**src/rtl/poly_voice_alloc_pkg.sv**
```systemverilog
// poly_voice_alloc_pkg: shared MIDI widths, voice limits, allocation action type and index width helper
package poly_voice_alloc_pkg;
  localparam int NOTE_DW = 7;
  localparam int VEL_DW = 7;
  localparam int MAX_VOICES = 16;
  typedef enum logic [1:0] {ACT_NONE, ACT_RETRIG, ACT_FREE, ACT_STEAL} act_e;
  function automatic int idx_w(input int n);
    return (n <= 2) ? 1 : $clog2(n);
  endfunction
endpackage

```
**src/rtl/poly_voice_alloc_if.sv**
```systemverilog
// poly_voice_alloc_if: note strobe inputs and per-voice outputs of the voice allocator
interface poly_voice_alloc_if
  import poly_voice_alloc_pkg::*;
#(parameter int VOICES = 4, parameter int NOTE_W = NOTE_DW);
  logic note_on;
  logic note_off;
  logic sustain;
  logic [NOTE_W-1:0] note;
  logic [NOTE_W-1:0] velocity;
  logic [VOICES-1:0] gate;
  logic [VOICES-1:0] trig;
  logic [VOICES*NOTE_W-1:0] voice_note;
  logic [VOICES*NOTE_W-1:0] voice_vel;
  logic steal;
  logic all_busy;
  modport master(output note_on, note_off, sustain, note, velocity,
                 input gate, trig, voice_note, voice_vel, steal, all_busy);
  modport slave(input note_on, note_off, sustain, note, velocity,
                output gate, trig, voice_note, voice_vel, steal, all_busy);
endinterface

```
**src/rtl/poly_voice_alloc_voice_pick.sv**
```systemverilog
// poly_voice_alloc_voice_pick: arg-max of ages over a voice mask, lowest index wins ties
module poly_voice_alloc_voice_pick #(
  parameter int N = 4,
  parameter int AW = 8,
  parameter int IW = 2
) (
  input  logic [N-1:0][AW-1:0] age_i,
  input  logic [N-1:0]         mask_i,
  output logic [IW-1:0]        idx_o,
  output logic                 valid_o
);
  logic [AW-1:0] best;
  logic [IW-1:0] idx;
  logic found;
  always_comb begin
    best = '0;
    idx = '0;
    found = 1'b0;
    for (int i = 0; i < N; i++) begin
      if (mask_i[i] && (!found || age_i[i] > best)) begin
        best = age_i[i];
        idx = IW'(i);
        found = 1'b1;
      end
    end
  end
  assign idx_o = idx;
  assign valid_o = found;
endmodule

```
**src/rtl/poly_voice_alloc.sv**
```systemverilog
// poly_voice_alloc: N-voice MIDI note allocator with oldest-voice stealing.
// Optional sustain pedal support when SUSTAIN_PEDAL_EN is defined.
module poly_voice_alloc
  import poly_voice_alloc_pkg::*;
#(
  parameter int VOICES = 4,
  parameter int NOTE_W = NOTE_DW,
  parameter int AGE_W = 8
) (
  input logic clk,
  input logic rst_n,
  poly_voice_alloc_if.slave bus
);
  localparam int IW = idx_w(VOICES);
  localparam logic [AGE_W-1:0] AGE_MAX = '1;
  logic [VOICES-1:0] gate_q, gate_d, trig_q, trig_d, match, gate1, hit;
  logic [VOICES-1:0][NOTE_W-1:0] note_q, note_d, vel_q, vel_d;
  logic [VOICES-1:0][AGE_W-1:0] age_q, age_d;
  logic steal_q, steal_d, busy_q, off, on, free_v, act_v;
  logic [IW-1:0] free_idx, act_idx, hit_idx, sel;
  act_e act;
`ifdef SUSTAIN_PEDAL_EN
  logic [VOICES-1:0] sus_q, sus_d, sus1;
  logic sus_prev_q, rel;
`else
  logic unused_sustain;
  assign unused_sustain = bus.sustain;
`endif
  poly_voice_alloc_voice_pick #(.N(VOICES), .AW(AGE_W), .IW(IW)) u_pick_free (
    .age_i(age_q), .mask_i(~gate1), .idx_o(free_idx), .valid_o(free_v)
  );
  poly_voice_alloc_voice_pick #(.N(VOICES), .AW(AGE_W), .IW(IW)) u_pick_act (
    .age_i(age_q), .mask_i(gate1), .idx_o(act_idx), .valid_o(act_v)
  );
  // note_off is resolved first so a same-cycle note_on sees the released voices
  always_comb begin
    off = bus.note_off | (bus.note_on & ~|bus.velocity);
    on = bus.note_on & |bus.velocity;
    for (int i = 0; i < VOICES; i++) match[i] = gate_q[i] & (note_q[i] == bus.note);
`ifdef SUSTAIN_PEDAL_EN
    rel = sus_prev_q & ~bus.sustain;
    gate1 = gate_q & ~(rel ? sus_q : '0) & ~((off & ~bus.sustain) ? match : '0);
    sus1 = (rel ? '0 : sus_q) | ((off & bus.sustain) ? match : '0);
`else
    gate1 = gate_q & ~(off ? match : '0);
`endif
    for (int i = 0; i < VOICES; i++) hit[i] = gate1[i] & (note_q[i] == bus.note);
    hit_idx = '0;
    for (int i = VOICES - 1; i >= 0; i--) if (hit[i]) hit_idx = IW'(i);
    act = !on ? ACT_NONE : |hit ? ACT_RETRIG : free_v ? ACT_FREE : act_v ? ACT_STEAL : ACT_NONE;
    sel = (act == ACT_RETRIG) ? hit_idx : (act == ACT_FREE) ? free_idx : act_idx;
    gate_d = gate1;
    note_d = note_q;
    vel_d = vel_q;
    age_d = age_q;
    trig_d = '0;
`ifdef SUSTAIN_PEDAL_EN
    sus_d = sus1;
`endif
    if (act != ACT_NONE) begin
      for (int i = 0; i < VOICES; i++) age_d[i] = (age_q[i] == AGE_MAX) ? AGE_MAX : age_q[i] + 1'b1;
      age_d[sel] = '0;
      gate_d[sel] = 1'b1;
      note_d[sel] = bus.note;
      vel_d[sel] = bus.velocity;
      trig_d[sel] = 1'b1;
`ifdef SUSTAIN_PEDAL_EN
      sus_d[sel] = 1'b0;
`endif
    end
    steal_d = (act == ACT_STEAL);
  end
  always_ff @(posedge clk or negedge rst_n) begin
    if (!rst_n) begin
      gate_q <= '0;
      trig_q <= '0;
      note_q <= '0;
      vel_q <= '0;
      age_q <= {VOICES{AGE_MAX}};
      steal_q <= 1'b0;
      busy_q <= 1'b0;
`ifdef SUSTAIN_PEDAL_EN
      sus_q <= '0;
      sus_prev_q <= 1'b0;
`endif
    end else begin
      gate_q <= gate_d;
      trig_q <= trig_d;
      note_q <= note_d;
      vel_q <= vel_d;
      age_q <= age_d;
      steal_q <= steal_d;
      busy_q <= &gate_d;
`ifdef SUSTAIN_PEDAL_EN
      sus_q <= sus_d;
      sus_prev_q <= bus.sustain;
`endif
    end
  end
  assign bus.gate = gate_q;
  assign bus.trig = trig_q;
  assign bus.voice_note = note_q;
  assign bus.voice_vel = vel_q;
  assign bus.steal = steal_q;
  assign bus.all_busy = busy_q;
endmodule

```
**src/flat_wrapper.sv**
```systemverilog
// flat-port wrapper written by rule: the top's interface ports become plain ports
module poly_voice_alloc_flat import poly_voice_alloc_pkg::*;
#(
  parameter int VOICES = 4,
  parameter int NOTE_W = NOTE_DW,
  parameter int AGE_W = 8
)
  (clk, rst_n, bus_note_on, bus_note_off, bus_sustain, bus_note, bus_velocity, bus_gate, bus_trig, bus_voice_note, bus_voice_vel, bus_steal, bus_all_busy);
  poly_voice_alloc_if #(.VOICES(VOICES), .NOTE_W(NOTE_W)) bus_i ();
  input logic clk;
  input logic rst_n;
  input wire logic [$bits(bus_i.note_on)-1:0] bus_note_on;
  input wire logic [$bits(bus_i.note_off)-1:0] bus_note_off;
  input wire logic [$bits(bus_i.sustain)-1:0] bus_sustain;
  input wire logic [$bits(bus_i.note)-1:0] bus_note;
  input wire logic [$bits(bus_i.velocity)-1:0] bus_velocity;
  output wire logic [$bits(bus_i.gate)-1:0] bus_gate;
  output wire logic [$bits(bus_i.trig)-1:0] bus_trig;
  output wire logic [$bits(bus_i.voice_note)-1:0] bus_voice_note;
  output wire logic [$bits(bus_i.voice_vel)-1:0] bus_voice_vel;
  output wire logic [$bits(bus_i.steal)-1:0] bus_steal;
  output wire logic [$bits(bus_i.all_busy)-1:0] bus_all_busy;
  assign bus_i.note_on = bus_note_on;
  assign bus_i.note_off = bus_note_off;
  assign bus_i.sustain = bus_sustain;
  assign bus_i.note = bus_note;
  assign bus_i.velocity = bus_velocity;
  assign bus_gate = bus_i.gate;
  assign bus_trig = bus_i.trig;
  assign bus_voice_note = bus_i.voice_note;
  assign bus_voice_vel = bus_i.voice_vel;
  assign bus_steal = bus_i.steal;
  assign bus_all_busy = bus_i.all_busy;
  poly_voice_alloc #(.VOICES(VOICES), .NOTE_W(NOTE_W), .AGE_W(AGE_W)) u_core (.clk(clk), .rst_n(rst_n), .bus(bus_i));
endmodule
```
**config.mk**
```make
export PLATFORM = sky130hd
export DESIGN_NAME = poly_voice_alloc_flat
export DESIGN_NICKNAME = d
export VERILOG_FILES = /design/src/rtl/poly_voice_alloc_pkg.sv /design/src/rtl/poly_voice_alloc_if.sv /design/src/rtl/poly_voice_alloc_voice_pick.sv /design/src/rtl/poly_voice_alloc.sv /design/src/flat_wrapper.sv
export SDC_FILE = /design/constraint.sdc
export NUM_CORES = 1
export LEC_CHECK = 0
export CORE_MARGIN = 2
export CORE_UTILIZATION = 50
export CTS_CLUSTER_DIAMETER = 50
export DETAILED_ROUTE_END_ITERATION = 6
export PLACE_DENSITY = 0.71
export SLEW_MARGIN = 20
export SYNTH_ARGS = -nofsm -noshare
export SYNTH_HDL_FRONTEND = slang
export SYNTH_SLANG_ARGS = --single-unit
```
**constraint.sdc**
```tcl
create_clock -name clk -period 17.4 [get_ports clk]
set_clock_uncertainty 0.15 [all_clocks]
set_input_delay 1.74 -clock clk [delete_from_list [all_inputs] [get_ports clk]]
set_output_delay 1.74 -clock clk [all_outputs]
set_load 0.03 [all_outputs]
```
==> run metrics <==
root buf cell=clkbuf_16; Initial DRT Pass Iterations=5; maxcap violations=0; core area=roughly 13000 um2; top post-synthesis cells by count=a21oi_1, dfrtp_1, ha_1; vias=around 5300; input/output buffers=83; RD Place Congestion=approximately 0.87; H-tree levels=3; post-route ant nets=0; nets=around 800; Resized cells post-CTS=0; Synth Net Count=721; most instantiated library cell after synthesis=a21oi_1; postcts setup bufs=0; fin. max-slew vios=0; DR vias/cell=5.96; RSZ-0062 raised after global routing=false; Crit Path Max Fanout=21; top cell type by total area after synthesis=dfrtp_1; die area=14100 um2; reg-to-reg slack, setup=between 8000 and 9000 ps; Syn-to-layout area delta=18.8%; Die H=119 um; CTS tree=built; EDFF count, synth=0; vias in the first global route=5312; CP max stage delay=~1000 ps; hold buffer count at cts=0; #FFs+latches synth=98; worst min-delay path class=reg -> reg; yosys warns=0; Seq/Total Area, Yosys=a little under two fifths; post-DP HPWL=between 10000 and 15000 um; endpoint class of the critical path=register; Final period util=between 50 and 60%; type of origin of the critical path=input port; # diodes=0; status=complete, no violations; fmax=96.1 MHz; Top FF cell, synth=dfrtp_1; area of the mapped netlist=around 6600 um2; Yosys cell types=70; Routed WL=16400 um; Iteration-0 DRC Markers=between 300 and 400; asr flop ratio synth=100%; Routed WL per cell=18.4 um; CTS Buf Count=9; Initial Util=roughly half; Worst Path Required=17490 ps; total grt overflow=0; fin crit period=around 10000 ps; post-synth top area share=roughly a quarter; share of layout cells above drive strength 1=18.6%; clock sink count=98; slowest CP cell=o31ai_2; drc violations=0; critical path class=in -> reg; Mapped Cells=650; Fin. Hold Viols=0; All-Layer GR Usage=roughly 24%; IO Pins=85; Synth Area per Inst=10.1 um2; Max-slew headroom=between 20 and 30%; clock edge transition at the registers on the reported setup and hold paths=70 ps; initial antenna violation count=0; setup TNS=0 ps; clk_lat worst skew=between 300 and 400 ps; ranking of synthesized cells by area=dfrtp_1, dfstp_2, ha_1, mux2_2, a21oi_1; Clock Tree Buf Depth=2; Worst Tran Pin Value=~1100 ps; largest net degree at the start of global routing=62; first-pass GRT wire length=approximately 27000 um; CP arrival=between 10000 and 15000 ps; Rows=41; Die X=around 120 um; final setup vio count=0
[layer usage]
layer,GRT usage (%),vias up,part of all wire [%]
met5,0,-,0
met1,30.3,2608,43
met4,8.18,0,2.0
met2,40.1,127,49
li1,-,2569,-
met3,6.47,22,6.2
[stage by stage]
step	utilization [%]	hold WS [ps]	setup WS, ps	instance area [um2]	std cells
3_3_place_gp	59.1	320	6940	7520	878
5_1_grt	61.4	359	6460	7810	894
4_1_cts	61.4	348	7050	7810	894
6_report	61.4	346	6990	7810	894
2_1_floorplan	-	311	8840	6580	650
3_5_place_dp	59.1	333	6680	7520	878
[worst max-delay path: cells and delay by family]
family / cells / cell delay, ps
compound gates: 17 / 4150
simple gates: 8 / 2660
fa+ha+maj: 3 / 960
buf+inv: 1 / 520
mux: 1 / 430
[cell type report]
cell class	instances	area (um2)
inverters	17	63.8
clock inverters	6	56.3
fillers	1082	4910
flip-flops and latches	98	2490
clock buffers	10	239
multi-input cells	503	3880
repair buffers	88	866
well taps	172	215
[cell usage in the layout (no fill, tap or decap), drive strengths merged, types with 4 or more instances in the layout]
cell type      synthesis  final
a22o                   5      5
and3                   8      8
o31ai                  9      9
a31oi                  6      6
nand2                 52     52
mux2                  65     65
o22a                   5      5
o21a                   4      4
clkbuf                18     10
inv                   17     21
o21ai                 30     30
o22ai                  8      8
clkdlybuf4s50          0     82
a21o                   7      7
nand3                 20     20
dfrtp                 66     66
a221o                  4      4
nand4                 23     23
xnor2                 28     28
o211ai                 4      4
ha                    52     52
buf                   14      6
dfstp                 32     32
nor3                  13     13
a21oi                 70     70
a32o                   4      4
nor2                  36     36
a41oi                  6      6
nor2b                  7      7
[registers in the layout (all words and copies together) (netlist names)]
register               count
u_core.bus.voice_note     28
u_core.bus.steal           1
u_core.bus.all_busy        1
u_core.age_q              32
u_core.bus.trig            4
u_core.bus.gate            4
u_core.bus.voice_vel      28
[logic make-up (layout without fill, tap and decap cells)]
kind of cell               after synthesis  in the layout  share of synthesized area (%)
AOI/OAI and AO/OA                      183            183                           19.6
xor gates and xnor gates                28             28                           3.73
adders and majority gates               52             52                           9.90
buffers and inverters                   49            121                           3.31
DFF                                     98             98                           37.9
muxes                                   65             65                           11.6
and+or+nand+nor                        175            175                           13.9
[final timing paths]
kind,from,to,cells past startpoint
worst min register to register,u_core.age_q[25]$_DFFE_PN1N_,u_core.age_q[25]$_DFFE_PN1N_,2
worst min-delay path,u_core.age_q[25]$_DFFE_PN1N_,u_core.age_q[25]$_DFFE_PN1N_,2
worst max register to register,u_core.bus.voice_note[6]$_DFFE_PN0P_,u_core.bus.voice_vel[13]$_DFFE_PN0P_,29
worst max-delay path,bus_velocity[2],u_core.bus.voice_vel[13]$_DFFE_PN0P_,30
min in group asynchronous,rst_n,u_core.bus.voice_vel[24]$_DFFE_PN0P_,1
max in group asynchronous,rst_n,u_core.bus.voice_vel[13]$_DFFE_PN0P_,2
Power is left out: the tool's default activity adds up to more than one toggle a clock period on the data nets, which glitch-free logic cannot reach.
